File: src/rtl/scc_pkg.sv
// Shared SCC definitions: default bus widths, data burst limit and the
// memory response-owner encoding used by the instruction/data arbiter.
package scc_pkg;

   localparam int SCC_ADDR_W      = 32;
   localparam int SCC_DATA_W      = 32;
   localparam int SCC_MAX_D_BURST = 2;

   // Which requester owns the read data returning from memory this cycle.
   typedef enum logic [1:0] {
      IDLE    = 2'd0,
      RESP_IF = 2'd1,
      RESP_D  = 2'd2
   } owner_e;

endpackage

File: src/rtl/mem_arbiter.sv
// Fetch/data arbiter in front of a single-port memory with one cycle of read
// latency. Data accesses normally win a collision, but a fetch that is kept
// waiting gets the port after MAX_D_BURST consecutive data grants. Grants are
// combinational; only the response owner, the store flag and the burst count
// are registered, so the read data is steered one cycle after its grant.
module mem_arbiter
   import scc_pkg::*;
#(
   parameter int ADDR_W      = SCC_ADDR_W,
   parameter int DATA_W      = SCC_DATA_W,
   parameter int MAX_D_BURST = SCC_MAX_D_BURST
) (
   input  logic              clk,
   input  logic              reset,
   // fetch requester
   input  logic              if_req,
   input  logic [ADDR_W-1:0] if_addr,
   output logic              if_gnt,
   output logic              if_valid,
   output logic [DATA_W-1:0] if_rdata,
   // data requester
   input  logic              d_req,
   input  logic              d_we,
   input  logic [ADDR_W-1:0] d_addr,
   input  logic [DATA_W-1:0] d_wdata,
   output logic              d_gnt,
   output logic              d_valid,
   output logic [DATA_W-1:0] d_rdata,
   // memory port
   output logic              mem_en,
   output logic              mem_we,
   output logic [ADDR_W-1:0] mem_addr,
   output logic [DATA_W-1:0] mem_wdata,
   input  logic [DATA_W-1:0] mem_rdata
);

   // A zero burst limit still needs a one-bit counter (fetch then always wins).
   localparam int               CNT_W   = (MAX_D_BURST < 1) ? 1 : $clog2(MAX_D_BURST + 1);
   localparam logic [CNT_W-1:0] CNT_MAX = CNT_W'(MAX_D_BURST);

   owner_e           owner_q, owner_d;
   logic [CNT_W-1:0] burst_q, burst_d;
   logic             we_q, we_d;

   // Arbitration: data wins unless a waiting fetch has seen a full data burst.
   always_comb begin
      d_gnt  = 1'b0;
      if_gnt = 1'b0;
      if (!reset) begin
         d_gnt  = d_req && !(if_req && (burst_q == CNT_MAX));
         if_gnt = if_req && !d_gnt;
      end
   end

   // Memory port is driven straight from the granted requester, zero when idle.
   always_comb begin
      mem_en    = 1'b0;
      mem_we    = 1'b0;
      mem_addr  = '0;
      mem_wdata = '0;
      if (d_gnt) begin
         mem_en    = 1'b1;
         mem_we    = d_we;
         mem_addr  = d_addr;
         mem_wdata = d_wdata;
      end else if (if_gnt) begin
         mem_en    = 1'b1;
         mem_addr  = if_addr;
      end
   end

   // Next owner follows this cycle's grant; burst count tracks data grants a fetch has sat through.
   always_comb begin
      owner_d = IDLE;
      we_d    = 1'b0;
      burst_d = burst_q;
      if (if_gnt) begin
         owner_d = RESP_IF;
      end else if (d_gnt) begin
         owner_d = RESP_D;
         we_d    = d_we;
      end
      if (if_gnt || !if_req) begin
         burst_d = '0;
      end else if (d_gnt && (burst_q != CNT_MAX)) begin
         burst_d = burst_q + CNT_W'(1);
      end
   end

   // Response-owner state, store flag and burst counter.
   always_ff @(posedge clk) begin
      if (reset) begin
         owner_q <= IDLE;
         we_q    <= 1'b0;
         burst_q <= '0;
      end else begin
         owner_q <= owner_d;
         we_q    <= we_d;
         burst_q <= burst_d;
      end
   end

   // Steer returning data to its owner; reset masks a response still in flight.
   always_comb begin
      if_valid = !reset && (owner_q == RESP_IF);
      d_valid  = !reset && (owner_q == RESP_D);
      if_rdata = if_valid ? mem_rdata : '0;
      d_rdata  = (d_valid && !we_q) ? mem_rdata : '0;
   end

endmodule
File: config.mk
export PLATFORM = sky130hd
export DESIGN_NAME = mem_arbiter
export DESIGN_NICKNAME = d
export VERILOG_FILES = /design/src/rtl/scc_pkg.sv /design/src/rtl/mem_arbiter.sv
export SDC_FILE = /design/constraint.sdc
export NUM_CORES = 1
export LEC_CHECK = 0
export ABC_AREA = 1
export BUFFER_PORTS_ARGS = -buffer_cell sky130_fd_sc_hd__buf_4
export CORE_AREA = 3 3 104 106
export DETAILED_ROUTE_END_ITERATION = 10
export DIE_AREA = 0 0 107 109
export GPL_ROUTABILITY_DRIVEN = 0
export PLACE_DENSITY = 0.57
export SYNTH_ARGS = -nofsm -noshare
export SYNTH_HDL_FRONTEND = slang
export SYNTH_SLANG_ARGS = --single-unit
export TNS_END_PERCENT = 100
File: constraint.sdc
create_clock -name clk -period 1.9 [get_ports clk]
set_input_delay 0.38 -clock clk [delete_from_list [all_inputs] [get_ports clk]]
set_output_delay 0.38 -clock clk [all_outputs]
set_load 0.05 [all_outputs]
==> Word-level counts from Yosys, hierarchy flattened <==
Index checks and enable logic that the tools add are counted.
{ "totals": {"word_cells": 36, "register_bits": 5, "out_inout_bits": 134, "input_bits": 133} }
{ "op_classes": {"reduce_logical": 15, "add_sub_neg": 1, "n_eq_ne": 4, "muxes": 12} }
{ "op_table": {"columns": ["op", "count"], "rows": [
  ["32-bit two-way mux", 5],
  ["1-bit logical AND", 7],
  ["1-bit two-way mux", 6],
  ["1-bit zero test", 5],
  ["2-bit equality test, second input constant", 2],
  ["2-bit OR reduction", 2],
  ["2-bit by 1-bit adder with 2-bit output, second input constant", 1],
  ["2-bit by 1-bit equality test with 1-bit output, second input constant", 1],
  ["2-bit two-way mux", 1],
  ["2-bit inequality test, second input constant", 1],
  ["1-bit logical OR", 1]
]} }

==> Longest topological paths before layout <==
{ "logic_depth": {"ltp_word": 9, "depth_mapped": 7, "ltp_nobuf": 6} }

==> Worst setup path after synthesis <==
OpenSTA, ideal clock, no wires.
{ "synth_timing": {"kind": "register to output", "start": "reg burst_q[0]", "end": "out mem_wdata[12]", "t_arrival_ns": 1.674, "stages_incl_launch_ff": 7, "path_buffers": 1, "t_required_ns": 1.520, "slack_ns": -0.154, "path_cell_list": "dfxtp_1 inv_1 ha_1 nand2_2 nand3_4 buf_4 nor2_1"} }
{ "synth_via": {"elab_chain_len": 6} }
{ "synth_rtl": {"columns": ["element", "line", "text"], "rows": [
  ["start, declared", "mem_arbiter.sv:42", "logic [CNT_W-1:0] burst_q, burst_d;"],
  ["start signal, assigned", "mem_arbiter.sv:99", "burst_q <= burst_d;"],
  ["2-bit equality test", "mem_arbiter.sv:50", "d_gnt = d_req && !(if_req && (burst_q == CNT_MAX));"],
  ["1-bit logical AND", "mem_arbiter.sv:50", null],
  ["1-bit zero test", "mem_arbiter.sv:50", null],
  ["1-bit logical AND", "mem_arbiter.sv:50", null],
  ["1-bit two-way mux", "mem_arbiter.sv:49", "if (!reset) begin"],
  ["32-bit two-way mux", "mem_arbiter.sv:61", "if (d_gnt) begin"],
  ["end, declared", "mem_arbiter.sv:33", "output logic [DATA_W-1:0] mem_wdata,"]
]} }
Every way passes these cells.

==> Final worst setup path <==
{ "layout_timing": {"start": "reg burst_q[0]", "end": "out mem_wdata[7]"} }
Same word-level chain as after synthesis.

==> flow_metrics.py <==
metrics = {
    "layout": {
        "drive_gt1_share_pct": 52.76,
        "register_area_um2": 101.3,
        "synthToLayoutAreaGrowth_pct": 168.7,
        "multi_input_area_um2": 1049,
        "diodes": 0,
        "nets": 715,
        "fill_cells": 1029,
        "design_area_um2": 4089,
    },
    "critical_path": {
        "crit_path_max_fanout": 19,
        "worstSetupStartpointType": "register",
        "cp.arrival_ns": 1.51,
        "worst_path_max_delay_cell": "dfxtp_2",
        "cp_slowest_stage_delay_ns": 0.32,
        "rr_worst_depth": 7,
        "cp_top_family": "buffers and inverters",
        "required_ns": 1.52,
        "reg2reg_from": "burst_q[0]",
        "worstReg2RegEnd": "we_q",
        "cp.buffers_inverters": 3,
        "critPathCaptureType": "output pin",
        "reg2reg_setup_slack_ns": 0.66,
        "criticalPathCategory": "register to output pin",
        "worstPathCellList": "inv_2 > ha_4 > nand2_8 > nand3_4 > buf_12 > nor2_1 > buf_6",
    },
    "power": {
        "power_per_cell_area_nw_per_um2": 331.3,
        "leakage_nw": 2.512,
        "totalPowerFinal_mw": 1.355,
        "ir_drop_mv": 0.1805,
    },
    "placed_design": {
        "hpwl_um": 7015,
        "place_area_um2": 3652,
        "io_buffers": 266,
    },
    "clocking": {
        "cts_tree": "yes",
        "clock-sinks": 5,
        "cts_buffers": 3,
        "clk_latency_ns": 0.22,
        "cts_max_path_buffers": 2,
        "cts-root-buf": "clkbuf_8",
        "h-tree-depth": 1,
        "cts.hold.buffers_added": 0,
        "clk_pin_slew_worst_paths_ns": 0.04,
    },
    "synth": {
        "synth-seq-cells": 5,
        "yosysUniqueCellTypes": 20,
        "synth.yosys.warnings": 0,
        "synth_area_um2": 1521,
        "avgSynthCellArea_um2": 4.784,
        "synth.top_cell.area_share_pct": 25.66,
        "yosysTopAreaCell": "nor2_1",
        "ys_seq_area_share_pct": 6.579,
        "syn_inst": 318,
        "syn_nets": 452,
        "synth_area_leaders": "nor2_1, inv_1, nand4_1, nand3_1, nand2_1",
    },
    "floorplanning": {
        "dieArea_um2": 11660,
        "row_count": 36,
        "ios": 267,
        "core_region_area_um2": 9864,
        "die_w_um": 107,
        "die_h_um": 109,
        "start_util_pct": 15.42,
    },
    "route": {
        "wl_per_cell_um": 12.93,
        "routed_wl_um": 9220,
        "first_pass_iters": 4,
        "ant_nets": 0,
        "drc_errors": 0,
        "initialDrtViolationCount": 225,
        "vias": 2959,
        "via_per_inst": 4.150,
    },
    "sta": {
        "fin_crit_ns": 1.891,
        "final-hold-violation-count": 0,
        "post-route-period-util_pct": 99.53,
        "finalSetupViolations": 0,
        "fin_skew_ns": 0.002498,
        "fmax_mhz": 528.8,
        "worst_pin_slew_ns": 0.3463,
        "slew_headroom_pct": 76.91,
        "final_max_slew_viol_count": 0,
        "rsz0062_at_grt": "yes",
    },
    "status": {
        "status": "finished, final reports clean",
    },
    "global_route": {
        "antenna_found_initial": 0,
        "grt_pass1_wl_um": 12520,
        "grt_max_degree": 38,
        "grt_overflow": 0,
        "first_global_vias": 2685,
        "grtUsageTotal_pct": 12.95,
    },
    "hold_path": {
        "hold_depth": 2,
        "whs_endpoint": "owner_q[0]",
        "hold_start": "reset",
        "min_path_type": "primary input to register",
    },
    "job": {
        "drv_cap": 0,
    },
}
==> stage by stage <==
stage	hold WS, ns	std cells	setup slack (ns)	utilization, %	setup TNS (ns)
floorplan	0.4524	318	-0.1535	-	-4.299
CTS	0.3996	709	0.04422	38.84	0
global route	0.4244	713	-0.05164	41.45	-0.4040
global placement	0.4886	704	0.1280	37.02	0
finish	0.4029	713	0.008872	41.45	0
detailed placement	0.4982	704	0.09477	37.02	0
==> what timing repair did <==
item	in CTS	in global routing
gates resized for setup	29	45
gates cloned	1	3
setup endpoints to repair	67	33
buffers inserted	0	1
pin swaps	1	5
==> cell usage in the layout (no fill, tap or decap), types with 3 or more instances in the layout <==
cell and instances:
nand4_1 33, buf_4 222, buf_6 52, inv_1 72
dfxtp_1 4, nand3_1 27, clkbuf_8 3, nor2_2 5
clkbuf_16 3, nand2_1 34, nand3_2 6, nor2_1 100
buf_12 4
==> routing by layer <==
metal | global-route usage, % | share of wire (%)
met4 | 2.740 | 1.5
met1 | 14.57 | 36
met5 | 0 | 0
met3 | 3.789 | 10
met2 | 24.19 | 53
==> layout make-up <==
class                           count  area share [%]
Sequential cell                     5           2.479
Timing Repair Buffer              283           59.91
Inverter                           74           6.793
Multi-Input combinational cell    214           25.64
Tap cell                          133           4.070
Clock buffer                        4           1.102
==> where the power goes <==
part | leakage, nW | total (mW) | switching (mW) | internal [mW]
combinational | 2.45 | 1.05 | 0.617 | 0.430
clock | 0.0228 | 0.195 | 0.0510 | 0.144
sequential | 0.0414 | 0.112 | 0.00227 | 0.110
==> logic make-up (layout without fill, tap and decap cells) <==
logic type	Yosys count	count (layout)	synth area share, %
buffers and inverters	99	361	29.77
adders and majority gates	1	1	0.8222
DFF	5	5	6.579
and+or+nand+nor	212	212	62.50
AOI/OAI and AO/OA	1	1	0.3286
==> sequential cells by signal, summed over array words and instances, names as in the netlist <==
signal,cells
burst_q,2
owner_q,2
we_q,1
==> how the worst max path moves through the flow <==
stage / startpoint / end / slack, ns / cells after the start
after floorplan: burst_q[0] / mem_wdata[12] / -0.15 / 6
after global placement: burst_q[0] / mem_addr[31] / 0.13 / 7
after detailed placement: burst_q[0] / mem_addr[17] / 0.09 / 7
after CTS: burst_q[0] / mem_addr[2] / 0.04 / 8
after global routing: burst_q[0] / mem_wdata[7] / -0.05 / 7
final: burst_q[0] / mem_wdata[7] / 0.009 / 7
==> cell usage after synthesis <==
cell        n
clkbuf_1    1
inv_2       1
buf_2       5
inv_1      73
nand3_2     1
buf_4      12
nand4_1    33
nand2_2     2
nor3_1      1
nand2_1    36
buf_6       4
nor2_1    104
nand3_1    32
nor2_2      1
nand3_4     1
buf_1       3
ha_1        1
dfxtp_1     5
o21ai_0     1
nand3b_1    1
Note: power is estimated with default switching activity, not from simulation.
